### src/rtl/sat_difference_if.sv
// sat_difference_if: sample-in / result-out bundle of the saturating differentiator.
// master drives clear/in_valid/in_data and observes the result side;
// slave is the datapath side (consumes samples, produces results).
//
// Signals:
//   clear     synchronous flush of delay line, counter and output valid
//   in_valid  in_data carries a new sample this cycle
//   in_data   signed input sample x[n]
//   out_valid single-cycle pulse per accepted sample
//   out_data  signed saturated difference (held between results)
//   sat_flag  result was clamped (qualified by out_valid, held otherwise)
//   primed    at least D samples accepted since reset/clear
interface sat_difference_if #(
    parameter int N = 4
);
    logic         clear;
    logic         in_valid;
    logic [N-1:0] in_data;
    logic         out_valid;
    logic [N-1:0] out_data;
    logic         sat_flag;
    logic         primed;

    modport master (
        output clear,
        output in_valid,
        output in_data,
        input  out_valid,
        input  out_data,
        input  sat_flag,
        input  primed
    );

    modport slave (
        input  clear,
        input  in_valid,
        input  in_data,
        output out_valid,
        output out_data,
        output sat_flag,
        output primed
    );
endinterface

### src/rtl/sat_difference.sv
// Streaming saturating comb stage: y[n] = x[n] - x[n-D], symmetric clamp to +/-(2^(N-1)-1).
// Latency: 1 cycle from accepting edge to registered result; one sample per cycle.
// Backpressure: none; every in_valid cycle without clear is accepted.
//
// Ports:
//   clk    rising-edge clock
//   rst_n  asynchronous active-low reset (zeroes delay line, counter, outputs)
//   bus    sat_difference_if.slave: clear, in_valid, in_data -> out_valid, out_data,
//          sat_flag, primed
module sat_difference #(
    parameter int N = 4,
    parameter int D = 1
) (
    input  logic            clk,
    input  logic            rst_n,
    sat_difference_if.slave bus
);

    localparam int            CW       = $clog2(D + 1);
    localparam logic [CW-1:0] CNT_LAST = CW'(D - 1);
    // Symmetric limits: the most negative two's-complement code is never emitted.
    localparam logic [N-1:0]  POS_MAX  = {1'b0, {(N-1){1'b1}}};
    localparam logic [N-1:0]  NEG_MAX  = {1'b1, {(N-2){1'b0}}, 1'b1};

    typedef enum logic {
        FILL = 1'b0,
        RUN  = 1'b1
    } state_t;

    state_t        state;
    state_t        state_nxt;
    logic [CW-1:0] cnt;
    logic [CW-1:0] cnt_nxt;

    // taps[0] is the most recently accepted sample; taps[D-1] is x[n-D].
    // Zero-filled on reset/clear, so the tap is naturally 0 until D accepts.
    logic [N-1:0]  taps [D];

    logic          accept;
    logic [N:0]    diff;
    logic          sat_pos;
    logic          sat_neg;
    logic [N-1:0]  res_dat;
    logic          res_sat;

    logic          out_valid_q;
    logic [N-1:0]  out_data_q;
    logic          sat_flag_q;

    assign accept = bus.in_valid && !bus.clear;

    // Difference at N+1 bits so it cannot wrap before the clamp decision.
    always_comb begin
        diff = {bus.in_data[N-1], bus.in_data} - {taps[D-1][N-1], taps[D-1]};
    end

    // Positive clamp: the two top bits disagree with a positive sign (diff >= 2^(N-1)).
    // Negative clamp: true overflow below -2^(N-1), or exactly -2^(N-1) (top two
    // bits set, rest zero), which lies outside the symmetric range.
    always_comb begin
        sat_pos = !diff[N] && diff[N-1];
        sat_neg = diff[N] && (!diff[N-1] || (diff[N-2:0] == '0));
        res_dat = diff[N-1:0];
        res_sat = 1'b0;
        if (sat_pos) begin
            res_dat = POS_MAX;
            res_sat = 1'b1;
        end else if (sat_neg) begin
            res_dat = NEG_MAX;
            res_sat = 1'b1;
        end
    end

    // Delay line: shifts only on accept.
    always_ff @(posedge clk or negedge rst_n) begin
        if (!rst_n) begin
            for (int i = 0; i < D; i++) begin
                taps[i] <= '0;
            end
        end else if (bus.clear) begin
            for (int i = 0; i < D; i++) begin
                taps[i] <= '0;
            end
        end else if (accept) begin
            taps[0] <= bus.in_data;
            for (int i = 1; i < D; i++) begin
                taps[i] <= taps[i-1];
            end
        end
    end

    // FILL counts accepts up to D; the D-th accept moves to RUN, which is
    // left only through clear or reset. The counter therefore stops at D.
    always_ff @(posedge clk or negedge rst_n) begin
        if (!rst_n) begin
            state <= FILL;
            cnt   <= '0;
        end else begin
            state <= state_nxt;
            cnt   <= cnt_nxt;
        end
    end

    always_comb begin
        state_nxt = state;
        cnt_nxt   = cnt;
        if (bus.clear) begin
            state_nxt = FILL;
            cnt_nxt   = '0;
        end else if (accept) begin
            case (state)
                FILL: begin
                    cnt_nxt = cnt + CW'(1);
                    if (cnt == CNT_LAST) begin
                        state_nxt = RUN;
                    end
                end
                RUN: begin
                    cnt_nxt = cnt;
                end
                default: begin
                    state_nxt = FILL;
                    cnt_nxt   = '0;
                end
            endcase
        end
    end

    // Result register: out_data/sat_flag hold the last result between accepts.
    always_ff @(posedge clk or negedge rst_n) begin
        if (!rst_n) begin
            out_valid_q <= 1'b0;
            out_data_q  <= '0;
            sat_flag_q  <= 1'b0;
        end else if (bus.clear) begin
            out_valid_q <= 1'b0;
            out_data_q  <= '0;
            sat_flag_q  <= 1'b0;
        end else if (accept) begin
            out_valid_q <= 1'b1;
            out_data_q  <= res_dat;
            sat_flag_q  <= res_sat;
        end else begin
            out_valid_q <= 1'b0;
        end
    end

    assign bus.out_valid = out_valid_q;
    assign bus.out_data  = out_data_q;
    assign bus.sat_flag  = sat_flag_q;
    assign bus.primed    = (state == RUN);

endmodule

### src/flat_wrapper.sv
// flat-port wrapper written by rule: the top's interface ports become plain ports
module sat_difference_flat 
#(
    parameter int N = 4,
    parameter int D = 1
)
  (clk, rst_n, bus_clear, bus_in_valid, bus_in_data, bus_out_valid, bus_out_data, bus_sat_flag, bus_primed);
  sat_difference_if #(.N(N)) bus_i ();
  input  logic clk;
  input  logic rst_n;
  input wire logic [$bits(bus_i.clear)-1:0] bus_clear;
  input wire logic [$bits(bus_i.in_valid)-1:0] bus_in_valid;
  input wire logic [$bits(bus_i.in_data)-1:0] bus_in_data;
  output wire logic [$bits(bus_i.out_valid)-1:0] bus_out_valid;
  output wire logic [$bits(bus_i.out_data)-1:0] bus_out_data;
  output wire logic [$bits(bus_i.sat_flag)-1:0] bus_sat_flag;
  output wire logic [$bits(bus_i.primed)-1:0] bus_primed;
  assign bus_i.clear = bus_clear;
  assign bus_i.in_valid = bus_in_valid;
  assign bus_i.in_data = bus_in_data;
  assign bus_out_valid = bus_i.out_valid;
  assign bus_out_data = bus_i.out_data;
  assign bus_sat_flag = bus_i.sat_flag;
  assign bus_primed = bus_i.primed;
  sat_difference #(.N(N), .D(D)) u_core (.clk(clk), .rst_n(rst_n), .bus(bus_i));
endmodule
### config.mk
export PLATFORM = sky130hd
export DESIGN_NAME = sat_difference_flat
export DESIGN_NICKNAME = d
export VERILOG_FILES = /design/src/rtl/sat_difference_if.sv /design/src/rtl/sat_difference.sv /design/src/flat_wrapper.sv
export SDC_FILE = /design/constraint.sdc
export NUM_CORES = 1
export LEC_CHECK = 0
export ABC_AREA = 0
export BUFFER_PORTS_ARGS = -buffer_cell sky130_fd_sc_hd__clkbuf_2
export CAP_MARGIN = 20
export CORE_MARGIN = 3
export CORE_UTILIZATION = 56
export CTS_CLUSTER_SIZE = 8
export DETAILED_ROUTE_END_ITERATION = 16
export PLACE_DENSITY = 0.84
export SLEW_MARGIN = 30
export SYNTH_ARGS = -nofsm -noshare
export SYNTH_HDL_FRONTEND = slang
export SYNTH_SLANG_ARGS = --single-unit
export TNS_END_PERCENT = 100
### constraint.sdc
create_clock -name clk -period 3.85 [get_ports clk]
set_clock_uncertainty 0.05 [all_clocks]
set_input_delay 0.9625 -clock clk [delete_from_list [all_inputs] [get_ports clk]]
set_output_delay 0.9625 -clock clk [all_outputs]
set_load 0.02 [all_outputs]
==> results of run 1 <==
logic make-up after synthesis:
group           count (synthesis)
compound gates                 14
xor+xnor                        2
fa+ha+maj                       5
buf+inv                         8
flops                          12
mux                             4
simple gates                   27
critical path, stage by stage:
cell	delay, ps
clkbuf_2	90
inv_1	40
ha_1	210
fa_1	400
xnor2_1	310
o21ai_0	210
nor4b_4	250
a311oi_2	70
metal layers:
metal  global-route usage [%]  share of wire, %
met5                        0                 0
met1                     22.3                44
met2                     29.8                50
met3                     7.63               5.0
met4                     9.04               1.6
worst max path at each step:
stage,startpoint,end,slack [ps],depth (start not counted)
after floorplan,bus_in_data[0],u_core.bus.sat_flag,1360,7
after global placement,bus_in_data[0],u_core.bus.sat_flag,1160,8
after detailed placement,bus_in_data[0],u_core.bus.sat_flag,1100,8
after CTS,bus_in_data[0],u_core.bus.sat_flag,1410,8
after global routing,bus_in_data[0],u_core.bus.sat_flag,1290,8
final,bus_in_data[0],u_core.bus.sat_flag,1400,8
through the flow:
stage	worst slack [ps]	cell area, sq um	instances	hold WS [ps]
2_1_floorplan	1360	773	72	436
3_3_place_gp	1160	852	98	450
3_5_place_dp	1100	852	98	463
4_1_cts	1410	875	101	479
5_1_grt	1290	875	101	510
6_report	1400	875	101	473
state kept, by name, summed over array words and instances (netlist names):
| signal | count |
|---|---|
| u_core.bus.sat_flag | 1 |
| u_core.taps | 4 |
| u_core.cnt | 1 |
| u_core.bus.primed | 1 |
| u_core.bus.out_data | 4 |
| u_core.bus.out_valid | 1 |
cell type report:
class | count | area (sq um)
tap | 14 | 17.5
timing repair buffer | 14 | 70.1
sequential | 12 | 300
inverter | 6 | 22.5
clock buffer | 3 | 22.5
fill | 103 | 327
multi-input combinational | 52 | 442
placed cells by master, fill, tap and decap left out:
cell	synthesis	final
a2111oi_2	1	1
a211oi_1	1	1
a21o_2	1	1
a21oi_1	1	1
a21oi_4	1	1
a22oi_1	1	1
a311oi_2	1	1
a32oi_1	1	1
and2_1	1	1
and3b_4	1	1
clkbuf_2	0	14
clkbuf_4	0	3
dfrtp_1	12	12
fa_1	1	1
ha_1	4	4
inv_1	6	6
mux2i_1	4	4
nand2_1	2	2
nand2b_1	1	1
nand3_1	3	3
nand4_1	2	2
nor2_1	9	9
nor2b_1	3	3
nor3b_1	1	1
nor3b_2	1	1
nor4b_4	2	2
o21a_1	2	2
o21ai_0	1	1
o21ai_1	1	1
o21bai_1	1	1
o22ai_1	1	1
or3_4	1	1
xnor2_1	2	2
power by group through the flow:
stage | combinational (uW) | sequential (uW) | clock [uW]
2_1_floorplan | 66.8 | 158 | 0
3_3_place_gp | 102 | 148 | 0
3_5_place_dp | 105 | 148 | 0
4_1_cts | 106 | 146 | 80.9
5_1_grt | 116 | 147 | 87.5
6_report | 104 | 145 | 77.8
==> run summary, run 1 <==
Routed WL per cell = 13.9 microns
Tcrit/Tclk final = 63.5%
Cell Pwr Density = 375 nW/um^2
Hold-fix buffers at CTS = 0
Register area share after synthesis = 38.8%
Top_reg_cell synth = dfrtp_1
CP startpoint kind = input pin
Initial antenna violation count = 0
Initial core utilization = 64.4%
DRT Wirelength = 1410 microns
Flops & latches, synth = 12
Worst flop-to-flop path startpoint = u_core.taps[0]
Max Clock Freq = 409 MHz
Sequential power share = 44.4%
Synth Area in XOR/XNOR = 2.27%
Switch Pwr = 110 uW
Reg2Reg Setup Slack = 1830 ps
Status = completed
Insertion delay to the later sink of the worst-skew pair = 280 ps
Largest area contributor in the netlist = dfrtp_1
WHS Path Cells = 2
Crit-path max FO = 4
Die Span X = 43.2 microns
First-pass iteration count of the detailed router = 2
H-tree lvl count = 1
Critical path type = input pin to flip-flop
Synth top cells by count = dfrtp_1 (12), nor2_1 (9), inv_1 (6), ha_1 (4), mux2i_1 (4)
Max-cap violation count = 0
Max-slew violation count = 0
Final setup fails = 0
Unrepaired setup endpoints after global routing = false
Final core utilization = 72.8%
CTS tree = built
CTS clk-pin slew, worst paths = 70 ps
Yosys Warn Count = 0
Die height = 43.2 microns
Worst slew pin tran = 335 ps
Total Power = 328 uW
Vias per cell = 5.57
Req. time, crit path = 3940 ps
Final Hold Vio Count = 0
Core area = 1200 sq um
Hold EP = u_core.taps[2]
R2r endpoint = u_core.bus.sat_flag
Synth cell types = 33
Slew HR = 77.4%
CTS Sinks = 12
Global-route wire length before repair = 2580 microns
Cell count after synthesis = 72
Top-count cell post-synth = dfrtp_1
EDFF count, synth = 0
Sum Neg Setup Slack = 0 ps
Row count = 12
Synthesis-to-layout area growth = 13.1%
Clock Tree Root = clkbuf_4
Compound-Gate Fraction of Synth Area = 15.9%
Share of layout cells above drive strength 1 = 29.9%
Initial DRC count = 7
Clock power frac = 23.8%
CP arrival = 2540 ps
Post-route ant nets = 0
DPL Wire Length = 1080 microns
Post-layout nets = 102
HP Class = flip-flop to flip-flop
Ys async rst share = 100%
Simple-Gate Fraction of Synth Area = 24.8%
Main combinational cell family by area after synthesis = simple AND/OR/NAND/NOR gates
Post-CTS sizing = 0
PortBufs = 14
Postcts setup bufs = 0
GRT Total Usage = 19.0%
Clock Path Buffers = 2
Routed vias = 563
Min cycle time layout = 2450 ps
Netlist Area Pre-Place = 773 sq um
# IOs = 15
Sw Share = 33.7%
Syn Nets = 85
Crit. End Element = flip-flop
Pint = 217 uW
Drc violations = 0
Die area = 1860 sq um
Critical hold path startpoint = u_core.taps[2]
Vias in the first global route = 560
Synthesized area per cell = 10.7 sq um
Antenna cells = 0
Ranking of synthesized cells by area = dfrtp_1 (39%), ha_1 (6.5%), nor4b_4 (6.1%)
Synth top area share = 38.8%
Worst IR Drop VDD = 0.283 mV
Largest net degree at the start of global routing = 17
P_leak = 0.000424 uW
Gpl congestion = 0.790
Gr ovfl total = 0
Worst R2R Path Depth = 6
Adder-cell share of the synthesized area = 9.06%
Inserted Clock Buffers = 3
Combinational power share = 31.8%
Multiplexer share of the synthesized area = 5.18%
(Power assumes the default switching activity.)
==> run 2: changes to the inputs <==
- ABC_AREA: 0 -> 1
- CORE_UTILIZATION: 56 -> 51
- PLACE_DENSITY: 0.84 -> 0.79
- clock period: 3.85 -> 2.35 ns (I/O delays scaled with it)
==> run 2 against run 1 <==
Net effect: hold slack worse by 340 ps; global-route usage is 2.9 points lower; register-to-register slack worse by 1200 ps; cell count is 21% higher; power is 64% higher; non-clock buffer count stayed put; area after synthesis is 11% lower; synthesized cell count is 25% higher; critical path depth is 4 higher; routed wire length is 6.5% lower; clock-buffer cell count is 1 higher.
==> run summary, run 2 <==
Status = completed
Most common cell after layout, fill and taps aside = nand2_1
Top-count cell post-synth = nand2_1
Initial antenna violation count = 0 (unchanged)
Core area = 1190 sq um (-1.2%)
Clock Tree Root = clkbuf_4
Die Span X = 42.7 microns (-0.98%)
CTS tree = built
Critical path type = input pin to flip-flop
Max incr delay on CP = 390 ps (about the same)
Unrepaired setup endpoints after global routing = false
DPL Wire Length = 1080 microns (-0.20%)
Final setup fails = 0 (unchanged)
Largest net degree at the start of global routing = 13 (-4)
Synthesis-to-layout area growth = 18.0%
Sequential power share = 43.6% (-0.8 points)
Cell depth of the worst setup path = 12 (+4)
Inserted Clock Buffers = 3 (unchanged)
Share of layout cells above drive strength 1 = 20.4% (-9.5 points)
Area of the multi-input gates = 320 sq um (-27%)
Initial core utilization = 58.0% (-6.4 points)
Cells along the critical path = clkbuf_2 -> inv_1 -> ha_1 -> fa_1 -> inv_1 -> nand2_1 -> nand3_1 -> nand2_1 -> nand2_1 -> nand3_1 -> nand3_1 -> nand2_1
Sum Neg Setup Slack = 0 ps (unchanged)
Combinational power share = 25.1% (-6.7 points)
HP Class = input pin to asynchronous set/reset pin
Max-slew violation count = 0 (unchanged)
Gr ovfl total = 0 (unchanged)
Row count = 12 (unchanged)
CP startpoint kind = input pin
Initial DRC count = 15 (+8)
Vias per cell = 4.84 (-13%)
Most frequent cells in the layout = nand2_1 (28), inv_1 (16), clkbuf_2 (14)
Sw Share = 31.6% (-2.1 points)
CTS Sinks = 12 (unchanged)
EDFF count, synth = 0 (unchanged)
Die area = 1830 sq um (-2.0%)
GRT Total Usage = 16.1% (-2.9 points)
Req. time, crit path = 2470 ps (-1470 ps)
Insertion delay to the later sink of the worst-skew pair = 280 ps (about the same)
FF/Latch Area = 300 sq um (unchanged)
Worst slew pin tran = 299 ps (-35.5 ps)
PortBufs = 14 (unchanged)
Ys async rst share = 100% (unchanged)
Largest area contributor in the netlist = dfrtp_1
Vias in the first global route = 562 (+0.36%)
CP arrival = 1920 ps (-620 ps)
Final Hold Vio Count = 0 (unchanged)
Worst R2R Path Depth = 10 (+4)
Max Clock Freq = 555 MHz
Gpl congestion = 0.908 (+15%)
Hold-fix buffers at CTS = 0 (unchanged)
CTS clk-pin slew, worst paths = 80 ps (about the same)
Max stage delay cell, worst path = fa_1
Routed vias = 590 (+4.8%)
Setup WS post-layout = 548 ps (-856 ps)
Synthesized area per cell = 7.65 sq um (-29%)
Routed WL per cell = 10.8 microns (-23%)
Max-cap violation count = 0 (unchanged)
Clock Path Buffers = 2 (unchanged)
Clock power frac = 31.2% (+7.4 points)
CP top delay family = adder cells
Min cycle time layout = 1800 ps
Most used cell, CP = nand2_1
Ranking of synthesized cells by area = dfrtp_1 (44%), nand2_1 (15%), nand3_1 (8.7%)
Flops & latches, synth = 12 (unchanged)
Synth top area share = 43.6% (+4.8 points)
Netlist Area Pre-Place = 688 sq um (-11%)
Synth top cells by count = nand2_1 (28), inv_1 (16), dfrtp_1 (12), nand3_1 (12), ha_1 (4)
Worst IR Drop VDD = 0.369 mV (+31%)
Filler instances = 102 (-0.97%)
Slew HR = 80.1% (+2.6 points)
Cell count after synthesis = 90 (+25%)
Pint = 366 uW (+69%)
Drc violations = 0 (unchanged)
P_leak = 0.000472 uW (+11%)
# IOs = 15 (unchanged)
Crit. End Element = flip-flop
Cell Pwr Density = 660 nW/um^2 (+76%)
Post-route ant nets = 0 (unchanged)
Worst path bufs/invs = 3 (+1)
Postcts setup bufs = 0 (unchanged)
Crit-path max FO = 3 (-1)
First-pass iteration count of the detailed router = 4 (+2)
Synth cell types = 16 (-52%)
Top_reg_cell synth = dfrtp_1
Antenna cells = 0 (unchanged)
Register area share after synthesis = 43.6% (+4.8 points)
H-tree lvl count = 1 (unchanged)
Post-layout nets = 122 (+20%)
DRT Wirelength = 1310 microns (-6.5%)
Post-CTS sizing = 0 (unchanged)
Dpl ws = 261 ps (-844 ps)
Die height = 42.7 microns (-0.98%)
Switch Pwr = 169 uW (+53%)
Global-route wire length before repair = 2250 microns (-13%)
Syn Nets = 103 (+21%)
Yosys Warn Count = 0 (unchanged)
Tcrit/Tclk final = 76.7%
## run 2: cell types whose count changed in the layout (fill, tap and decap cells not counted), sizes merged, moves of 4 or more
| cell | change |
|---|---|
| inv | +12 |
| mux2i | -4 |
| nand2 | +26 |
| nand3 | +9 |
| nor2 | -6 |
## run 2: cells by family (layout without fill, tap and decap cells)
logic type	after synthesis	count (layout)	synth area share (%)
DFF	12	12	43.6
adders and majority gates	5	5	10.2
buffers and inverters	18	36	9.82
AOI/OAI and AO/OA	10	10	7.63
and+or+nand+nor	45	45	28.7
## run 2: cell type report
class / count / share of cell area [%]
well taps: 14 / 2.16
repair buffers: 14 / 8.63
flip-flops and latches: 12 / 37.0
inverters: 18 / 8.32
clock buffers: 4 / 4.47
multi-input cells: 60 / 39.4
## run 2: final timing paths
kind	start	endpoint	slack [ps]
worst max-delay path	bus_in_data[0]	u_core.bus.out_data[0]	550
max in group asynchronous	rst_n	u_core.bus.out_data[0]	1890
min in group clk	u_core.cnt	u_core.bus.primed	430
worst min register to register	u_core.cnt	u_core.bus.primed	430
worst min-delay path	rst_n	u_core.bus.primed	130
worst max register to register	u_core.taps[0]	u_core.bus.out_data[0]	600
## run 2: power groups by stage
stage	logic, uW	clock network (uW)	registers [uW]
2_1_floorplan	77.0	0	254
3_3_place_gp	133	0	237
3_5_place_dp	134	0	238
4_1_cts	135	171	234
5_1_grt	154	176	236
6_report	135	167	234
## run 2: stage by stage
step                      std cells  util [%]  hold WS (ps)  instance area (sq um)  power [uW]
after floorplan                  90         -           242                    688         331
after global placement          118      65.4           416                    776         371
after detailed placement        118      65.4           420                    776         373
after CTS                       122      68.5           135                    812         540
after global routing            122      68.5           148                    812         566
final                           122      68.5           130                    812         536
## run 2: metal layers
metal | track usage [%] | routed length (microns) | vias to the layer above
li1 | - | - | 318
met1 | 22.3 | 640 | 251
met2 | 24.0 | 563 | 18
met3 | 4.24 | 89 | 3
met4 | 5.59 | 21 | 0
met5 | 0 | 0 | -
==> run 3: changes to the inputs <==
- ABC_AREA: 1 -> 0
- CORE_UTILIZATION: 51 -> 47
- PLACE_DENSITY: 0.79 -> 0.75
- clock period: 2.35 -> 1.5 ns (I/O delays scaled with it)
==> run 3 against run 2 <==
Net effect: the run now ends with setup timing left; clock power rose by 19%; first-iteration DRC count fell by 53%; clock-buffer cell count shrank 1; hold slack improved by 210 ps; global-route usage increased by 3.0 points; via count up 11%; die area up 19%; sequential power grew 60%; critical path type is now flip-flop to flip-flop; largest cell class unchanged; largest power group is now combinational cells.
==> run summary, run 3 (synthesis results as in run 1) <==
Status = finished, violations left
Failing checks = setup timing
Die area = 2170 sq um (+19%)
DRT Wirelength = 1780 microns (+35%)
Clock Path Buffers = 2 (unchanged)
H-tree lvl count = 1 (unchanged)
DPL Wire Length = 1270 microns (+18%)
Post-layout nets = 114 (-6.6%)
Max-slew violation count = 0 (unchanged)
Largest net degree at the start of global routing = 13 (unchanged)
Vias per cell = 5.68 (+17%)
Initial DRC count = 7 (-8)
Dpl ws = -540 ps (-801 ps)
Initial core utilization = 50.7% (-7.3 points)
Share of layout cells above drive strength 1 = 48.5% (+28 points)
Max stage delay cell, worst path = dfrtp_1
Gpl congestion = 0.840 (-7.5%)
Initial antenna violation count = 0 (unchanged)
CP arrival = 1980 ps (+60 ps)
Vias in the first global route = 629 (+12%)
Filler instances = 114 (+12%)
Req. time, crit path = 1610 ps (-860 ps)
Total Power = 958 uW (+79%)
Routed WL per cell = 15.5 microns (+43%)
Most common cell after layout, fill and taps aside = clkbuf_2
Global-route wire length before repair = 2920 microns (+30%)
Final Hold Vio Count = 0 (unchanged)
Antenna cells = 0 (unchanged)
Critical path type = flip-flop to flip-flop
Unrepaired setup endpoints after global routing = true
# IOs = 15 (unchanged)
P_leak = 0.000501 uW (+6.2%)
GRT Total Usage = 19.1% (+3.0 points)
CP startpoint kind = flip-flop
Max-cap violation count = 0 (unchanged)
First-pass iteration count of the detailed router = 4 (unchanged)
Min cycle time layout = 1870 ps
Routed vias = 653 (+11%)
Sum Neg Setup Slack = -1650 ps (-1650 ps)
Cells along the critical path = inv_1 -> ha_1 -> and3b_4 -> or3_4 -> nor4b_4 -> a2111oi_2
Insertion delay to the later sink of the worst-skew pair = 270 ps (about the same)
Gr ovfl total = 0 (unchanged)
Setup WS post-layout = -371 ps (-919 ps)
Crit-path max FO = 4 (+1)
Max Clock Freq = 535 MHz
Synthesis-to-layout area growth = 38.5%
Cell Pwr Density = 894 nW/um^2 (+36%)
CTS Sinks = 12 (unchanged)
WHS Path Cells = 2
CP top delay family = simple AND/OR/NAND/NOR gates
Cell depth of the worst setup path = 6 (-6)
Most frequent cells in the layout = clkbuf_2 (14), dfrtp_1 (12), nor2_1 (9)
PortBufs = 14 (unchanged)
Worst IR Drop VDD = 0.675 mV (+83%)
Crit. End Element = flip-flop
Final setup fails = 5 (+5)
Worst path bufs/invs = 1 (-2)
Die Span X = 46.6 microns (+9.0%)
Tcrit/Tclk final = 125%
Worst R2R Path Depth = 6 (-4)
Row count = 14 (+2)
Clock Tree Root = clkbuf_4
CTS tree = built
Inserted Clock Buffers = 3 (unchanged)
Max incr delay on CP = 410 ps (+20 ps)
Worst slew pin tran = 326 ps (+26.5 ps)
CTS clk-pin slew, worst paths = 70 ps (about the same)
Core area = 1520 sq um (+28%)
Drc violations = 0 (unchanged)
HP Class = input pin to flip-flop
Die height = 46.6 microns (+9.0%)
Slew HR = 78.3% (-1.8 points)
Post-route ant nets = 0 (unchanged)
[run 3: per-layer routing]
metal / up-vias / GRT usage, % / wire length (microns)
li1: 314 / - / -
met4: 0 / 7.39 / 19
met2: 16 / 31.0 / 907
met1: 321 / 25.1 / 796
met5: - / 0 / 0
met3: 2 / 2.73 / 54
[run 3: worst paths after layout]
check                                        from                     end  slack (ps)
max in group asynchronous                   rst_n  u_core.bus.out_data[2]         680
hold reg to reg            u_core.bus.out_data[2]  u_core.bus.out_data[2]         470
min in group asynchronous                   rst_n  u_core.bus.out_data[1]         470
setup / recovery                   u_core.taps[1]  u_core.bus.out_data[0]        -370
hold / removal                       bus_in_valid     u_core.bus.sat_flag         340
setup reg to reg                   u_core.taps[1]  u_core.bus.out_data[0]        -370
[run 3: timing repair]
action,CTS,global route
endpoints found under the setup margin,5,5
endpoints found under the hold margin,12,0
pin swaps,9,1
setup buffers,4,0
cloned,0,0
hold buffers,1,0
resized for setup,7,1
[run 3: area by class of cell]
type                            count  area, sq um  share of cell area (%)
Timing Repair Buffer               26          183                    17.1
Tap cell                           16         20.0                    1.87
Inverter                            6         25.0                    2.34
Clock buffer                        3         22.5                    2.10
Sequential cell                    12          300                    28.0
Multi-Input combinational cell     52          520                    48.6
[run 3: where the power goes]
part           switching (uW)  internal [uW]
sequential               19.7            355
combinational             196            189
clock                     106           92.8
[run 3: metrics by stage]
| step | instance area (sq um) | cells | hold WS (ps) | util (%) |
|---|---|---|---|---|
| after global routing | 1070 | 115 | 343 | 70.3 |
| after CTS | 1070 | 115 | 330 | 70.0 |
| after global placement | 952 | 107 | 233 | 62.5 |
| after floorplan | 818 | 72 | 29.4 | - |
| final | 1070 | 115 | 340 | 70.3 |
| after detailed placement | 952 | 107 | 233 | 62.5 |
